### src/rtl/ttt_pkg.sv
// ttt_pkg -- shared definitions for the tic-tac-toe board logic.
//   CELL_*    : 2-bit cell encoding (11 is never written)
//   NUM_CELLS : number of board cells
//   state_t   : move-writer FSM state encoding
package ttt_pkg;

  localparam int NUM_CELLS = 9;

  localparam logic [1:0] CELL_EMPTY = 2'b00;
  localparam logic [1:0] CELL_X     = 2'b01;
  localparam logic [1:0] CELL_O     = 2'b10;

  typedef enum logic [1:0] {
    P_MOVE = 2'd0,
    C_MOVE = 2'd1,
    DONE   = 2'd2
  } state_t;

endpackage

### src/rtl/button_edge.sv
// button_edge -- rising-edge detector for a debounced button level.
//   clock : system clock
//   reset : asynchronous, active-high; clears the delayed copy
//   level : debounced button level
//   rise  : high while level is 1 and its registered copy is still 0
module button_edge (
  input  logic clock,
  input  logic reset,
  input  logic level,
  output logic rise
);

  logic level_d;

  always_ff @(posedge clock or posedge reset) begin
    // NOTE: registers use non-blocking assignments so every flop samples
    // pre-edge values regardless of statement order.
    if (reset) level_d <= 1'b0;
    else       level_d <= level;
  end

  assign rise = level & ~level_d;

endmodule

### src/rtl/board_move_writer.sv
// board_move_writer -- owns the nine tic-tac-toe cells and writes moves.
//   Parameter PLAYER_FIRST  : side to move after reset (1 = player, 0 = computer)
//   clock, reset            : system clock, asynchronous active-high reset
//   play, pc                : debounced move buttons; a rising edge requests a move
//   player_pos, computer_pos: target cell index (0-8) for each side
//   winner                  : three-in-a-row flag from the winner detector
//   pos0 .. pos8            : registered cell contents (00 empty, 01 X, 10 O)
//   turn                    : 1 = player to move, 0 = computer to move
//   illegal_move            : one-cycle pulse when a move is rejected
//   no_space                : all nine cells occupied
//   game_over               : FSM is in DONE
//   move_count              : accepted writes, saturating at 9 (only with
//                             TTT_MOVE_COUNT_EN defined)
module board_move_writer
  import ttt_pkg::*;
#(
  parameter bit PLAYER_FIRST = 1'b1
) (
  input  logic       clock,
  input  logic       reset,
  input  logic       play,
  input  logic       pc,
  input  logic [3:0] player_pos,
  input  logic [3:0] computer_pos,
  input  logic       winner,
  output logic [1:0] pos0,
  output logic [1:0] pos1,
  output logic [1:0] pos2,
  output logic [1:0] pos3,
  output logic [1:0] pos4,
  output logic [1:0] pos5,
  output logic [1:0] pos6,
  output logic [1:0] pos7,
  output logic [1:0] pos8,
  output logic       turn,
  output logic       illegal_move,
  output logic       no_space,
`ifdef TTT_MOVE_COUNT_EN
  output logic [3:0] move_count,
`endif
  output logic       game_over
);

  logic [1:0] cells [NUM_CELLS];
  state_t     state, state_nxt;
  logic       play_req, pc_req;
  logic       armed;
  logic       side_req;
  logic [3:0] side_pos;
  logic [1:0] side_val;
  logic       target_free, fills_board;
  logic       wr_en, illegal_nxt;

  button_edge u_play_edge (.clock(clock), .reset(reset), .level(play), .rise(play_req));
  button_edge u_pc_edge   (.clock(clock), .reset(reset), .level(pc),   .rise(pc_req));

  // Only the side on turn is evaluated; the other button is ignored.
  always_comb begin
    // NOTE: every always_comb output gets a default first so no path
    // leaves it unassigned and no latch is inferred.
    side_req    = (state == P_MOVE) ? play_req   : pc_req;
    side_pos    = (state == P_MOVE) ? player_pos : computer_pos;
    side_val    = (state == P_MOVE) ? CELL_X     : CELL_O;
    target_free = 1'b0;
    fills_board = 1'b1;
    // An index above 8 matches no cell, so target_free stays 0 and the
    // request is rejected as illegal.
    for (int i = 0; i < NUM_CELLS; i++) begin
      if (side_pos == 4'(i))              target_free = (cells[i] == CELL_EMPTY);
      else if (cells[i] == CELL_EMPTY)    fills_board = 1'b0;
    end

    state_nxt   = state;
    wr_en       = 1'b0;
    illegal_nxt = 1'b0;
    if (state != DONE) begin
      if (winner) begin
        state_nxt = DONE;
      end else if (side_req && armed) begin
        if (target_free) begin
          wr_en     = 1'b1;
          state_nxt = fills_board ? DONE : ((state == P_MOVE) ? C_MOVE : P_MOVE);
        end else begin
          illegal_nxt = 1'b1;
        end
      end
    end
  end

  // armed stays low for the first edge after reset release: a button held
  // through reset looks like a rising edge there (its delayed copy was
  // cleared), and that must not count as a fresh request.
  always_ff @(posedge clock or posedge reset) begin
    if (reset) begin
      state        <= PLAYER_FIRST ? P_MOVE : C_MOVE;
      illegal_move <= 1'b0;
      armed        <= 1'b0;
      // NOTE: the cell array is reset explicitly because the board must read
      // empty immediately on reset; it is nine flops, not a RAM.
      for (int i = 0; i < NUM_CELLS; i++) cells[i] <= CELL_EMPTY;
    end else begin
      state        <= state_nxt;
      illegal_move <= illegal_nxt;
      armed        <= 1'b1;
      if (wr_en) begin
        for (int i = 0; i < NUM_CELLS; i++) begin
          if (side_pos == 4'(i)) cells[i] <= side_val;
        end
      end
    end
  end

`ifdef TTT_MOVE_COUNT_EN
  always_ff @(posedge clock or posedge reset) begin
    if (reset)                                   move_count <= 4'd0;
    else if (wr_en && move_count != 4'(NUM_CELLS)) move_count <= move_count + 4'd1;
  end

  assign no_space = (move_count == 4'(NUM_CELLS));
`else
  logic [NUM_CELLS-1:0] occupied;

  always_comb begin
    occupied = '0;
    for (int i = 0; i < NUM_CELLS; i++) occupied[i] = (cells[i] != CELL_EMPTY);
  end

  assign no_space = &occupied;
`endif

  assign turn      = (state == P_MOVE);
  assign game_over = (state == DONE);

  assign pos0 = cells[0];
  assign pos1 = cells[1];
  assign pos2 = cells[2];
  assign pos3 = cells[3];
  assign pos4 = cells[4];
  assign pos5 = cells[5];
  assign pos6 = cells[6];
  assign pos7 = cells[7];
  assign pos8 = cells[8];

endmodule

### config.mk
export PLATFORM = sky130hd
export DESIGN_NAME = board_move_writer
export DESIGN_NICKNAME = d
export VERILOG_FILES = /design/src/rtl/ttt_pkg.sv /design/src/rtl/button_edge.sv /design/src/rtl/board_move_writer.sv
export SDC_FILE = /design/constraint.sdc
export NUM_CORES = 1
export LEC_CHECK = 0
export ABC_AREA = 0
export CAP_MARGIN = 20
export CORE_ASPECT_RATIO = 0.5
export CORE_MARGIN = 2
export CORE_UTILIZATION = 51
export CTS_BUF_LIST = sky130_fd_sc_hd__clkbuf_2
export DETAILED_ROUTE_END_ITERATION = 8
export GPL_TIMING_DRIVEN = 0
export PLACE_DENSITY = 0.89
export SLEW_MARGIN = 20
export SYNTH_ARGS = -nofsm -noshare
export SYNTH_HDL_FRONTEND = slang
export SYNTH_SLANG_ARGS = --single-unit
### constraint.sdc
create_clock -name clock -period 3.1 [get_ports clock]
set_input_delay 0.62 -clock clock [delete_from_list [all_inputs] [get_ports clock]]
set_output_delay 0.62 -clock clock [all_outputs]
set_load 0.005 [all_outputs]
# Word level (Yosys, flattened, before mapping)
# Cells that the tools add are included.
# word_totals
ff_bits,24
input_bits,13
out_inout_bits,22
wordCells,105
# op_classes
n_eq_ne,10
muxes,43
bitwise_logic,4
n_reduce_logical,34
# op_table
cell,n
$mux 1,37
$reduce_bool 2->1,11
$logic_not 2->1,10
$reduce_and 2->1,9
$eq 4x3->1 const B,4
$mux 2,5
$reduce_and 9->1,1
$eq 4x2->1 const B,2
$eq 4x1->1 const B,1
$eq 4x4->1 const B,1
$logic_not 4->1,1
$mux 4,1
$reduce_and 3->1,1
$and 1x1->1,2
$eq 2x2->1 const B,1
$ne 2x2->1 const B,1
$not 1->1,2
$logic_and 1x1->1,1

# Depth between registers and ports, before layout
# logic_depth
word_depth,24
mapped_depth,9
ltp_nobuf,7

# Modules after synthesis
# From an unflattened synthesis, not the netlist that was laid out.
# unflattened
hier_cells,141
hier_area_um2,1400.1
# by_module_without_submodules
module,n_inst,cells_per_inst,area_each_um2,seq_area_each_um2
board_move_writer,1,135,1315.0,550.5
button_edge,2,3,42.5,25.0

# Worst setup path after synthesis
# No wires, ideal clock.
# synth_timing
path_kind,input to register
start,input port player_pos[2]
end,register state[0]
setup_ns,0.118
t_arrival_ns,2.351
required_time_ns,2.982
path_slack_ns,0.630
path_stages,6
n_path_buf,0
cell_sequence,or4_4 -> o31a_4 -> o32a_1 -> a221o_1 -> a31oi_1 -> a2bb2o_4
# synth_between
elab_chain_cells,23
elab_cells_between_ends,42
cone_classes,eq/ne (8); mux (31); reduce/logical (3)
# synth_rtl
item,line_no,source
from (decl),board_move_writer.sv:23,"input logic [3:0] player_pos,"
$mux 4 (*),board_move_writer.sv:62,side_pos = (state == P_MOVE) ? player_pos : computer_pos;
$logic_not 4->1,board_move_writer.sv:69,if (side_pos == 4'(i)) target_free = (cells[i] == CELL_EMPTY);
$mux 1,board_move_writer.sv:69,
$mux 1,board_move_writer.sv:70,else if (cells[i] == CELL_EMPTY) fills_board = 1'b0;
$mux 1,board_move_writer.sv:69,
$mux 1,board_move_writer.sv:70,
$mux 1,board_move_writer.sv:69,
$mux 1,board_move_writer.sv:70,
[... 7 more ...],-,
$mux 1,board_move_writer.sv:70,
$mux 1,board_move_writer.sv:69,
$mux 1,board_move_writer.sv:70,
$mux 1,board_move_writer.sv:69,
$mux 2,board_move_writer.sv:82,state_nxt = fills_board ? DONE : ((state == P_MOVE) ? C_MOVE : P_MOVE);
$mux 2,board_move_writer.sv:80,if (target_free) begin
$mux 2,board_move_writer.sv:79,end else if (side_req && armed) begin
$mux 2,board_move_writer.sv:77,if (winner) begin
to (signal assigned),board_move_writer.sv:95,state <= PLAYER_FIRST ? P_MOVE : C_MOVE;
to (signal assigned),board_move_writer.sv:102,state <= state_nxt;
to (decl),board_move_writer.sv:45,"state_t state, state_nxt;"
# Every way passes the cells marked *; elsewhere a longest branch is shown, timed or not. The select of a mux whose other input is x is not followed.
# A chain may end at the register's enable or synchronous reset.

# Worst setup path after layout
# layout_timing
start,register state[0]
end,output port turn
# layout_between
elab_chain_cells,1
# layout_rtl
item,line_no,source
$logic_not 2->1,board_move_writer.sv:131,assign turn = (state == P_MOVE);
to (decl),board_move_writer.sv:35,"output logic turn,"
# Every way passes these cells.

==> impl_metrics.py <==
metrics = {
    "floorplan": {
        "io_pins": 35,
        "rows": 13,
        "die_h_um": 41.2,
        "die_w_um": 78.5,
        "coreArea_mm2": 0.00262,
        "start_util_pct": 54.0,
        "die_area_mm2": 0.00324,
    },
    "synthesis": {
        "synth_top_family_by_area": "compound AO/OA/AOI/OAI gates",
        "synthCells": 143,
        "yosysSeqAreaShare_pct": 42.4,
        "synthSimpleGateAreaFrac_pct": 22.1,
        "synth-compound-area-share_pct": 30.4,
        "yosysWarnings": 0,
        "synth_top_area_cell": "dfrtp_1",
        "syn_avg_cell_area_um2": 9.90,
        "synthesis.area_mm2": 0.00142,
        "ys_async_sr_fraction_pct": 100,
        "muxShareOfSynthArea_pct": 0.707,
        "ys.flop_type": "dfrtp_1",
        "synth_edf_count": 0,
        "synth_fa_ha_area_share_pct": 0,
        "synthXorXnorAreaFrac_pct": 0,
        "synth-seq-cells": 24,
        "synth_top_area_share_pct": 42.4,
        "syn_nets": 156,
        "synth_area_leaders": "dfrtp_1 42%, a31o_1 11%, nor2_1 4.5%",
        "synth_cell_types": 45,
    },
    "outcome": {
        "outcome": "complete, no violations",
    },
    "detailed_routing": {
        "dr_total_vias": 1310,
        "vias_per_cell": 6.01,
        "finalWirelength_um": 3620,
        "wl_per_cell_um": 16.6,
        "drt-pass1-iter-count": 4,
        "drc": 0,
        "ant_nets": 0,
        "dr.first_iter.drc_count": 85,
    },
    "worst_setup_path": {
        "worst-path-buf-inv": 3,
        "startpoint_type": "register",
        "cp_slowest_cell": "clkdlybuf4s50_1",
        "crit_family": "buffers and inverters",
        "end_kind": "output port",
        "crit_chain": "or2_2, inv_2, clkbuf_1, clkdlybuf4s50_1",
        "cp.arrival_ns": 2.32,
        "crit_type": "reg -> out",
        "r2r-end": "state[0]$_DFFE_PP0P_",
        "r2r-start": "state[0]$_DFFE_PP0P_",
        "critPathLaunch": "state[0]$_DFFE_PP0P_",
        "required_ns": 2.48,
        "crit_fanout": 10,
        "rrSetupSlack_ns": 0.45,
        "reg2regPathDepth": 7,
        "critPathMaxStageDelay_ns": 0.61,
    },
    "place": {
        "pre_cts_slack_ns": -0.0299,
        "dp_hpwl_um": 2800,
        "numPortBuffers": 34,
        "globalplace.congestion": 0.964,
        "place_inst": 214,
    },
    "clock_network": {
        "ctsHoldBuffers": 0,
        "clk_path_buf_depth": 2,
        "cts_root_buffer": "clkbuf_2",
        "clock_sinks": 24,
        "cts_resized": 0,
        "clk_latency_ns": 0.35,
        "clkTransAtPathRegs_ns": 0.22,
        "cts_tree": "yes",
        "numCtsBuffers": 3,
        "htree_levels": 1,
        "cts_setup_buffers": 0,
    },
    "grt": {
        "grt_pass1_vias": 1168,
        "grt-busiest-layer": "met2",
        "gr-total-overflow": 0,
        "met3_usage_pct": 5.51,
        "grt_start_max_net_pins": 25,
        "grt_pass1_wl_um": 5770,
        "track_usage_pct": 24.6,
        "antenna_found_initial": 0,
        "grt_util_met2_pct": 38.4,
        "gr-usage-met1_pct": 35.0,
    },
    "min_path": {
        "holdPathEnd": "pos0[0]$_DFFE_PP0P_",
        "hold_path.class": "reg -> reg",
        "hold_depth": 1,
        "worstHoldStart": "pos0[0]$_DFFE_PP0P_",
    },
    "timing": {
        "fmax_mhz": 341,
        "relSlewSlack_pct": 39.9,
        "fin_skew_ns": 0.0102,
        "worst_pin_slew_ns": 0.901,
        "setup_viol": 0,
        "worst_slack_ns": 0.165,
        "rsz0062_at_grt": "false",
        "period_share_pct": 94.7,
        "drv_slew": 0,
        "finalHoldWorstSlack_ns": 0.512,
        "hold_violations": 0,
        "layout_min_cycle_time_ns": 2.94,
    },
    "power": {
        "power_leakage_uw": 0.000737,
        "ir_drop_mv": 0.215,
        "pwr-share-seq_pct": 53.6,
        "finalPower_uw": 595,
        "comb_power_share_pct": 11.8,
        "p_int_uw": 460,
        "p_sw_share_pct": 22.6,
        "power.switching_uw": 134,
        "power.density_mw_per_mm2": 322,
        "clkPwrFrac_pct": 34.7,
    },
    "cells_and_area": {
        "diodes": 0,
        "area_delta_synth_final_pct": 30.5,
        "fin_util_pct": 70.5,
        "nets": 195,
        "instances_no_fill": 218,
        "layout-drive-gt1-share_pct": 9.94,
        "n_fill_cell": 214,
    },
    "run": {
        "max_cap_viol_count": 0,
    },
}
synth_stat cells (4+ instances only):
master     n
a31oi_1    4
nor3_1     6
dfrtp_1   24
nor2_1    17
nor4b_1    5
clkbuf_1   4
a31o_1    18
nand2_1    5
o21ai_0    7
or2_2      5
layer usage:
| metal | vias to the layer above | routed length, um |
|---|---|---|
| li1 | 633 | - |
| met1 | 618 | 1850 |
| met2 | 54 | 1520 |
| met3 | 5 | 221 |
| met4 | 0 | 29 |
| met5 | - | 0 |
cells in the final DEF, fill, tap and decap left out, types with 2 or more instances in the layout:
| cell | n |
|---|---|
| a21oi_1 | 3 |
| a2bb2oi_1 | 2 |
| a31o_1 | 18 |
| a31oi_1 | 4 |
| buf_6 | 2 |
| clkbuf_1 | 4 |
| clkbuf_2 | 3 |
| clkdlybuf4s50_1 | 34 |
| dfrtp_1 | 24 |
| inv_1 | 3 |
| nand2_1 | 5 |
| nand2b_1 | 2 |
| nand3_1 | 2 |
| nor2_1 | 17 |
| nor3_1 | 6 |
| nor4_1 | 3 |
| nor4b_1 | 5 |
| o21a_1 | 2 |
| o21ai_0 | 7 |
| o32a_1 | 2 |
| or2_2 | 5 |
| or3b_1 | 2 |
sequential cells by signal (all words and copies together), names as in the netlist, 2 cells and up:
| name | count |
|---|---|
| state | 2 |
| pos3 | 2 |
| pos7 | 2 |
| pos2 | 2 |
| pos8 | 2 |
| pos5 | 2 |
| pos1 | 2 |
| pos4 | 2 |
| pos0 | 2 |
| pos6 | 2 |
power groups by stage:
stage	registers [uW]	logic [uW]	clock network (uW)
floorplan	324	37.6	0
global placement	324	67.5	0
detailed placement	324	69.1	0
CTS	319	69.4	212
global route	319	76.6	226
finish	319	69.9	206
layout make-up:
class / count / area [um2] / area share (%)
multi-input cells: 108 / 757 / 41.0
clock buffers: 3 / 15.0 / 0.813
flip-flops and latches: 24 / 601 / 32.5
repair buffers: 34 / 340 / 18.4
well taps: 37 / 46.3 / 2.51
clock inverters: 1 / 30.0 / 1.63
plain buffers: 7 / 42.5 / 2.30
inverters: 4 / 15.0 / 0.813
how the worst max path moves through the flow:
| stage | end | slack, ns | depth (start not counted) |
|---|---|---|---|
| global placement | pos0[0]$_DFFE_PP0P_ | 0.01 | 9 |
| floorplan | state[0]$_DFFE_PP0P_ | 0.63 | 6 |
| finish | turn | 0.16 | 4 |
| CTS | turn | 0.14 | 4 |
| global route | turn | 0.009 | 4 |
| detailed placement | pos8[0]$_DFFE_PP0P_ | -0.03 | 9 |
through the flow:
step | setup TNS, ns | area [um2]
3_5_place_dp | -0.304 | 1800
4_1_cts | 0 | 1850
3_3_place_gp | 0 | 1800
6_report | 0 | 1850
5_1_grt | 0 | 1850
2_1_floorplan | 0 | 1420
cells by family (layout without fill, tap and decap cells):
logic type / after synthesis / count (layout)
AND/OR/NAND/NOR: 55 / 55
flip-flops: 24 / 24
other: 1 / 1
multiplexers: 1 / 1
AO/OA/AOI/OAI: 51 / 51
buffers and inverters: 11 / 49
worst reg2reg max path, delay by kind of cell, from the launching register on:
family                 cells  cell delay [ns]
AO/OA/AOI/OAI              5             1.51
buffers and inverters      1             0.27
AND/OR/NAND/NOR            1             0.33
flip-flops                 1             0.48
Power figures use the tool's default switching activity.
